## src/rtl/ook_pkg.sv

```systemverilog
// Shared constants, state encoding and helpers for the OOK run decoder.
package ook_pkg;
    localparam int OOK_BIT_DIV   = 655;
    localparam int OOK_CHIP_BITS = 42;
    localparam int OOK_HOLD      = 4;
    localparam int OOK_IDLE_BITS = 1024;
    localparam int OOK_LEN_W     = 13;
    localparam int OOK_CHIPS_W   = 8;

    typedef enum logic [1:0] {
        IDLE  = 2'd0,
        MARK  = 2'd1,
        SPACE = 2'd2
    } ook_state_e;

    function automatic logic maj3(input logic a, input logic b, input logic c);
        return (a & b) | (a & c) | (b & c);
    endfunction
endpackage

```

## src/rtl/ook_bit_sampler.sv

```systemverilog
// Bit-timing recovery: mid-bit divider aligned on acquisition, one strobe per bit.
// OOK_MAJORITY_EN selects a 2-of-3 vote centred on mid-bit (strobe one clock later).
module ook_bit_sampler import ook_pkg::*; #(
    parameter int BIT_DIV = OOK_BIT_DIV
) (
    input  logic clk,
    input  logic rst,
    input  logic din_i,
    input  logic acq_i,
    output logic strobe_o,
    output logic bit_o
);
    localparam int DIV_W = $clog2(BIT_DIV);
    localparam logic [DIV_W-1:0] DIV_HALF = DIV_W'(BIT_DIV / 2 - 1);
    localparam logic [DIV_W-1:0] DIV_FULL = DIV_W'(BIT_DIV - 1);

    logic [DIV_W-1:0] div_q, div_d;
    logic             tick;

    assign tick = !acq_i && (div_q == '0);

    // While acquiring, a rising din starts the first half-bit so strobes land mid-bit.
    always_comb begin
        div_d = div_q;
        if (acq_i) begin
            if (din_i) div_d = DIV_HALF;
        end else if (tick) begin
            div_d = DIV_FULL;
        end else begin
            div_d = div_q - DIV_W'(1);
        end
    end

    always_ff @(posedge clk) begin
        if (rst) div_q <= '0;
        else     div_q <= div_d;
    end

`ifdef OOK_MAJORITY_EN
    logic [1:0] hist_q;
    logic       stb_q;

    always_ff @(posedge clk) begin
        if (rst) begin
            hist_q <= '0;
            stb_q  <= 1'b0;
        end else begin
            hist_q <= {hist_q[0], din_i};
            stb_q  <= tick;
        end
    end

    assign strobe_o = stb_q;
    assign bit_o    = maj3(hist_q[1], hist_q[0], din_i);
`else
    assign strobe_o = tick;
    assign bit_o    = din_i;
`endif
endmodule

```

## src/rtl/ook_run_decoder.sv

```systemverilog
// Measures OOK mark/space runs in bits and rounded chips; one event per run via valid/ready.
// Build option OOK_MAJORITY_EN (in ook_bit_sampler) enables 2-of-3 mid-bit voting.
module ook_run_decoder import ook_pkg::*; #(
    parameter int BIT_DIV   = OOK_BIT_DIV,
    parameter int CHIP_BITS = OOK_CHIP_BITS,
    parameter int HOLD      = OOK_HOLD,
    parameter int IDLE_BITS = OOK_IDLE_BITS,
    parameter int LEN_W     = OOK_LEN_W
) (
    input  logic                   clk,
    input  logic                   rst,
    input  logic                   din,
    input  logic                   ev_ready,
    output logic                   ev_valid,
    output logic                   ev_mark,
    output logic [LEN_W-1:0]       ev_len,
    output logic [OOK_CHIPS_W-1:0] ev_chips,
    output logic                   ev_last,
    output logic                   busy,
    output logic                   overflow
);
    localparam int ZC_W = $clog2(HOLD + 1);
    localparam int CM_W = $clog2(CHIP_BITS);
    localparam int CW   = OOK_CHIPS_W;
    localparam logic [LEN_W-1:0] LEN_MAX  = '1;
    localparam logic [LEN_W-1:0] LEN_HOLD = LEN_W'(HOLD);
    localparam logic [LEN_W-1:0] LEN_IDLE = LEN_W'(IDLE_BITS);
    localparam logic [ZC_W-1:0]  ZC_LAST  = ZC_W'(HOLD - 1);
    localparam logic [CM_W-1:0]  CM_TOP   = CM_W'(CHIP_BITS - 1);
    // Chip accumulator presets for run lengths 0, 1 and HOLD: (CHIP_BITS/2 + n) as quotient/remainder
    localparam logic [CM_W-1:0]  CM_ZERO  = CM_W'((CHIP_BITS / 2) % CHIP_BITS);
    localparam logic [CM_W-1:0]  CM_ONE   = CM_W'((CHIP_BITS / 2 + 1) % CHIP_BITS);
    localparam logic [CM_W-1:0]  CM_HOLD  = CM_W'((CHIP_BITS / 2 + HOLD) % CHIP_BITS);
    localparam logic [CW-1:0]    CH_ZERO  = CW'((CHIP_BITS / 2) / CHIP_BITS);
    localparam logic [CW-1:0]    CH_ONE   = CW'((CHIP_BITS / 2 + 1) / CHIP_BITS);
    localparam logic [CW-1:0]    CH_HOLD  = CW'((CHIP_BITS / 2 + HOLD) / CHIP_BITS);

    ook_state_e       state_q, state_d;
    logic [LEN_W-1:0] run_q, run_d, run_inc;
    logic [ZC_W-1:0]  zc_q, zc_d;
    logic [CM_W-1:0]  cm_q, cm_d, cm_inc;
    logic [CW-1:0]    ch_q, ch_d, ch_inc, mch_q, mch_d;
    logic             stb, smp;
    logic             emit, e_mark, e_last;
    logic [LEN_W-1:0] e_len;
    logic [CW-1:0]    e_chips;

    ook_bit_sampler #(.BIT_DIV(BIT_DIV)) u_sampler (
        .clk      (clk),
        .rst      (rst),
        .din_i    (din),
        .acq_i    (state_q == IDLE),
        .strobe_o (stb),
        .bit_o    (smp)
    );

    always_comb begin
        run_inc = run_q;
        cm_inc  = cm_q;
        ch_inc  = ch_q;
        if (run_q != LEN_MAX) begin
            run_inc = run_q + LEN_W'(1);
            if (cm_q == CM_TOP) begin
                cm_inc = '0;
                if (ch_q != '1) ch_inc = ch_q + CW'(1);
            end else begin
                cm_inc = cm_q + CM_W'(1);
            end
        end
    end

    always_comb begin
        state_d = state_q;
        run_d   = run_q;
        zc_d    = zc_q;
        cm_d    = cm_q;
        ch_d    = ch_q;
        mch_d   = mch_q;
        emit    = 1'b0;
        e_mark  = 1'b0;
        e_last  = 1'b0;
        e_len   = '0;
        e_chips = '0;
        case (state_q)
            IDLE: begin
                if (din) begin
                    state_d = MARK;
                    run_d   = '0;
                    zc_d    = '0;
                    cm_d    = CM_ZERO;
                    ch_d    = CH_ZERO;
                    mch_d   = CH_ZERO;
                end
            end
            MARK: begin
                if (stb) begin
                    run_d = run_inc;
                    cm_d  = cm_inc;
                    ch_d  = ch_inc;
                    if (smp) begin
                        zc_d  = '0;
                        mch_d = ch_inc;
                    end else if (zc_q == ZC_LAST) begin
                        // Chip count was captured at the last 1, so trailing zeros do not round it up
                        emit    = 1'b1;
                        e_mark  = 1'b1;
                        e_len   = run_inc - LEN_HOLD;
                        e_chips = mch_q;
                        state_d = SPACE;
                        run_d   = LEN_HOLD;
                        cm_d    = CM_HOLD;
                        ch_d    = CH_HOLD;
                        zc_d    = '0;
                    end else begin
                        zc_d = zc_q + ZC_W'(1);
                    end
                end
            end
            SPACE: begin
                if (stb) begin
                    if (smp) begin
                        emit    = 1'b1;
                        e_len   = run_q;
                        e_chips = ch_q;
                        state_d = MARK;
                        run_d   = LEN_W'(1);
                        cm_d    = CM_ONE;
                        ch_d    = CH_ONE;
                        mch_d   = CH_ONE;
                        zc_d    = '0;
                    end else begin
                        run_d = run_inc;
                        cm_d  = cm_inc;
                        ch_d  = ch_inc;
                        if (run_inc == LEN_IDLE) begin
                            emit    = 1'b1;
                            e_last  = 1'b1;
                            e_len   = run_inc;
                            e_chips = ch_inc;
                            state_d = IDLE;
                        end
                    end
                end
            end
            default: state_d = IDLE;
        endcase
    end

    always_ff @(posedge clk) begin
        if (rst) begin
            state_q <= IDLE;
            run_q   <= '0;
            zc_q    <= '0;
            cm_q    <= '0;
            ch_q    <= '0;
            mch_q   <= '0;
        end else begin
            state_q <= state_d;
            run_q   <= run_d;
            zc_q    <= zc_d;
            cm_q    <= cm_d;
            ch_q    <= ch_d;
            mch_q   <= mch_d;
        end
    end

    // Single-entry event slot: a full slot that is not draining drops the newcomer.
    always_ff @(posedge clk) begin
        if (rst) begin
            ev_valid <= 1'b0;
            ev_mark  <= 1'b0;
            ev_len   <= '0;
            ev_chips <= '0;
            ev_last  <= 1'b0;
            overflow <= 1'b0;
        end else if (emit && (!ev_valid || ev_ready)) begin
            ev_valid <= 1'b1;
            ev_mark  <= e_mark;
            ev_len   <= e_len;
            ev_chips <= e_chips;
            ev_last  <= e_last;
        end else begin
            if (emit)     overflow <= 1'b1;
            if (ev_ready) ev_valid <= 1'b0;
        end
    end

    assign busy = (state_q != IDLE);
endmodule

```

## config.mk

```make
export PLATFORM = sky130hd
export DESIGN_NAME = ook_run_decoder
export DESIGN_NICKNAME = d
export VERILOG_FILES = /design/src/rtl/ook_pkg.sv /design/src/rtl/ook_bit_sampler.sv /design/src/rtl/ook_run_decoder.sv
export SDC_FILE = /design/constraint.sdc
export NUM_CORES = 1
export LEC_CHECK = 0
export CAP_MARGIN = 20
export CORE_UTILIZATION = 60
export DETAILED_ROUTE_END_ITERATION = 12
export PLACE_DENSITY_LB_ADDON = 0.12
export SLEW_MARGIN = 20
export SYNTH_ARGS = -nofsm -noshare
export SYNTH_HDL_FRONTEND = slang
export SYNTH_SLANG_ARGS = --single-unit
```

## constraint.sdc

```tcl
create_clock -name clk -period 5.9 [get_ports clk]
set_input_delay 1.18 -clock clk [delete_from_list [all_inputs] [get_ports clk]]
set_output_delay 1.18 -clock clk [all_outputs]
set_load 0.01 [all_outputs]
```

==> reports/metrics.yaml <==
crit_type: "reg -> reg"
path_clk_slew_ns: 0.08
clockBufferDepth: 2
grt_use_total_pct: 33.0
dp.cells: 708
cts_root_buffer: "clkbuf_8"
cts_resized: 0
end_kind: "flip-flop"
n_fill_cell: 663
switchingPower_mw: 0.641
period_minus_slack_ns: 3.90
wl_per_cell_um: 18.2
crit_family: "compound AO/OA/AOI/OAI gates"
antennaDiodeCount: 0
drt_first_iter_violations: 516
crit_fanout: 27
internal_power_mw: 0.880
crit_chain: "ha_1, nand3_1, nor4_2, o21ai_1, ha_1, nor4bb_1, nand4_2, o31ai_4, nor2_1, a211oi_1"
finalNonFillerCells: 723
num_io_pins: 30
detailed_place_hpwl_mm: 9.10
rows: 32
yosysMostFrequentCell: "a21oi_1"
fmax_mhz: 256
clock_latency_ns: 0.36
p_clk_share_pct: 23.2
drive_above_1_share_pct: 8.21
yosysSeqAreaShare_pct: 31.3
cts.sinks: 75
seq_power_share_pct: 39.8
setup_tns_ns: 0
rsz0062_at_grt: "false"
maxSlewHeadroom_pct: 30.9
post-cts-setup-buffers: 0
finalNetCount: 633
grt_max_degree: 79
wl_met1_mm: 5.49
start_util_pct: 62.1
worstMarginPinSlew_ns: 1.04
dr_wl_met2_mm: 6.25
synth_nets: 638
hold_path.class: "reg -> reg"
coreArea_um2: 7730
status: "complete, no violations"
avgSynthCellArea_um2: 7.72
syn2layout_area_growth_pct: 7.40
crit_arrival_ns: 4.17
vias: 4774
viasPerCell: 6.60
dr_wl_met3_um: 841
drc: 0
critPathLaunchType: "flip-flop"
hold_violations: 0
fin_crit_sh_pct: 66.2
cts_made_buffers: 9
worst_path_max_delay_cell: "o31ai_4"
syn_area_um2: 4800
ir_drop_mv: 0.334
crit_path_frequent_cell: "ha_1"
async_flop_share_pct: 0
power_leakage_nw: 1.74
yosysWarnings: 0
overflow: 0
grt_pass1_wl_mm: 22.2
postRouteAntennaNets: 0
yosys-top-cells-count: "a21oi_1, dfxtp_1, nand2_1, nor2_1, nand3_1"
synth_top_area_share_pct: 31.3
ys_top_cells_by_area: "dfxtp_1, a21oi_1, nand2_1"
powerDensity_nw_per_um2: 295
crit_buf_inv: 0
synth.distinct_cells: 72
highest_layer: "met4"
hold_buffers: 0
synth_top_area_cell: "dfxtp_1"
die_y_um: 91.4
setup_viol: 0
synth_edf_count: 0
die_area_um2: 8360
clock_skew_ns: 0.00917
portBuffers: 29
antenna_found_initial: 0
fin_util_pct: 66.7
die_w_um: 91.4
drv_slew: 0
ctsHtreeMaxLevel: 3
maxCapViolations: 0
syn_inst: 622
p_total_mw: 1.52
gp_congestion: 0.944
switching_share_pct: 42.2
worstPathRequired_ns: 6.17
cts_tree: "built"
pwr-share-comb_pct: 37.0
dr.pass1.iters: 5
synth_top_flop_cell: "dfxtp_1"
synth_seq_cells: 75
holdWs_ns: 0.456
max_stage_delay_ns: 0.97
wirelength_mm: 13.2
grt_pass1_vias: 4556
==> routing by layer <==
metal | GRT usage (%) | up-vias
li1 | - | 2278
met1 | 40.0 | 2231
met2 | 55.0 | 214
met3 | 7.04 | 51
met4 | 16.5 | 0
met5 | 0 | -
==> power groups by stage <==
stage	Sequential, mW	Combinational, mW	Clock [mW]
floorplan	0.599	0.430	0
global placement	0.612	0.544	0
detailed placement	0.615	0.551	0
CTS	0.603	0.551	0.358
global route	0.613	0.616	0.382
finish	0.605	0.562	0.353
==> area by class of cell <==
cell class	count	area, um^2	area share (%)
repair buffers	34	323	6.26
inverters	9	33.8	0.655
clock inverters	6	42.5	0.825
clock buffers	9	124	2.40
well taps	102	128	2.48
multi-input cells	488	3000	58.3
flip-flops and latches	75	1500	29.1
==> kinds of logic after synthesis <==
group,synth area share (%)
simple gates,30.0
compound gates,26.3
flops,31.3
buf+inv,6.26
fa+ha+maj,3.13
xor+xnor,1.82
mux,1.28
==> state kept, by name, indices dropped and copies added (netlist names) <==
| register | count |
|---|---|
| ch_q | 8 |
| cm_q | 6 |
| ev_chips | 8 |
| ev_last | 1 |
| ev_len | 13 |
| ev_mark | 1 |
| ev_valid | 1 |
| mch_q | 8 |
| overflow | 1 |
| run_q | 13 |
| state_q | 2 |
| u_sampler.div_q | 10 |
| zc_q | 3 |
==> worst min-delay path, cell delays in order, from the launching register on <==
cell and delay (ns):
dfxtp_1 0.31, nand2_1 0.05, a21oi_1 0.05
==> per-stage QoR <==
step	instance area [um^2]	worst slack, ns
finish	5150	2.00
global route	5150	1.68
CTS	5150	2.01
detailed placement	4990	2.02
global placement	4990	2.04
floorplan	4800	2.97
==> layout by cell type, fill, tap and decap left out, drive strengths merged, types with 13 or more instances in the layout <==
cell type / count
a211oi: 13
a21oi: 77
clkdlybuf4s50: 28
dfxtp: 75
nand2: 67
nand3: 35
nand4: 15
nor2: 53
nor3: 26
o21ai: 26
==> path summary, 6_finish.rpt <==
path,startpoint,to,slack (ns),depth (start not counted)
max reg2reg,run_q[0]$_SDFFE_PP0P_,ev_chips[4]$_SDFFE_PP0P_,2.00,10
max,run_q[0]$_SDFFE_PP0P_,ev_chips[4]$_SDFFE_PP0P_,2.00,10
min,ev_last$_SDFFE_PP0P_,ev_last$_SDFFE_PP0P_,0.46,2
min reg2reg,ev_last$_SDFFE_PP0P_,ev_last$_SDFFE_PP0P_,0.46,2
Note: power is estimated with default switching activity, not from simulation.
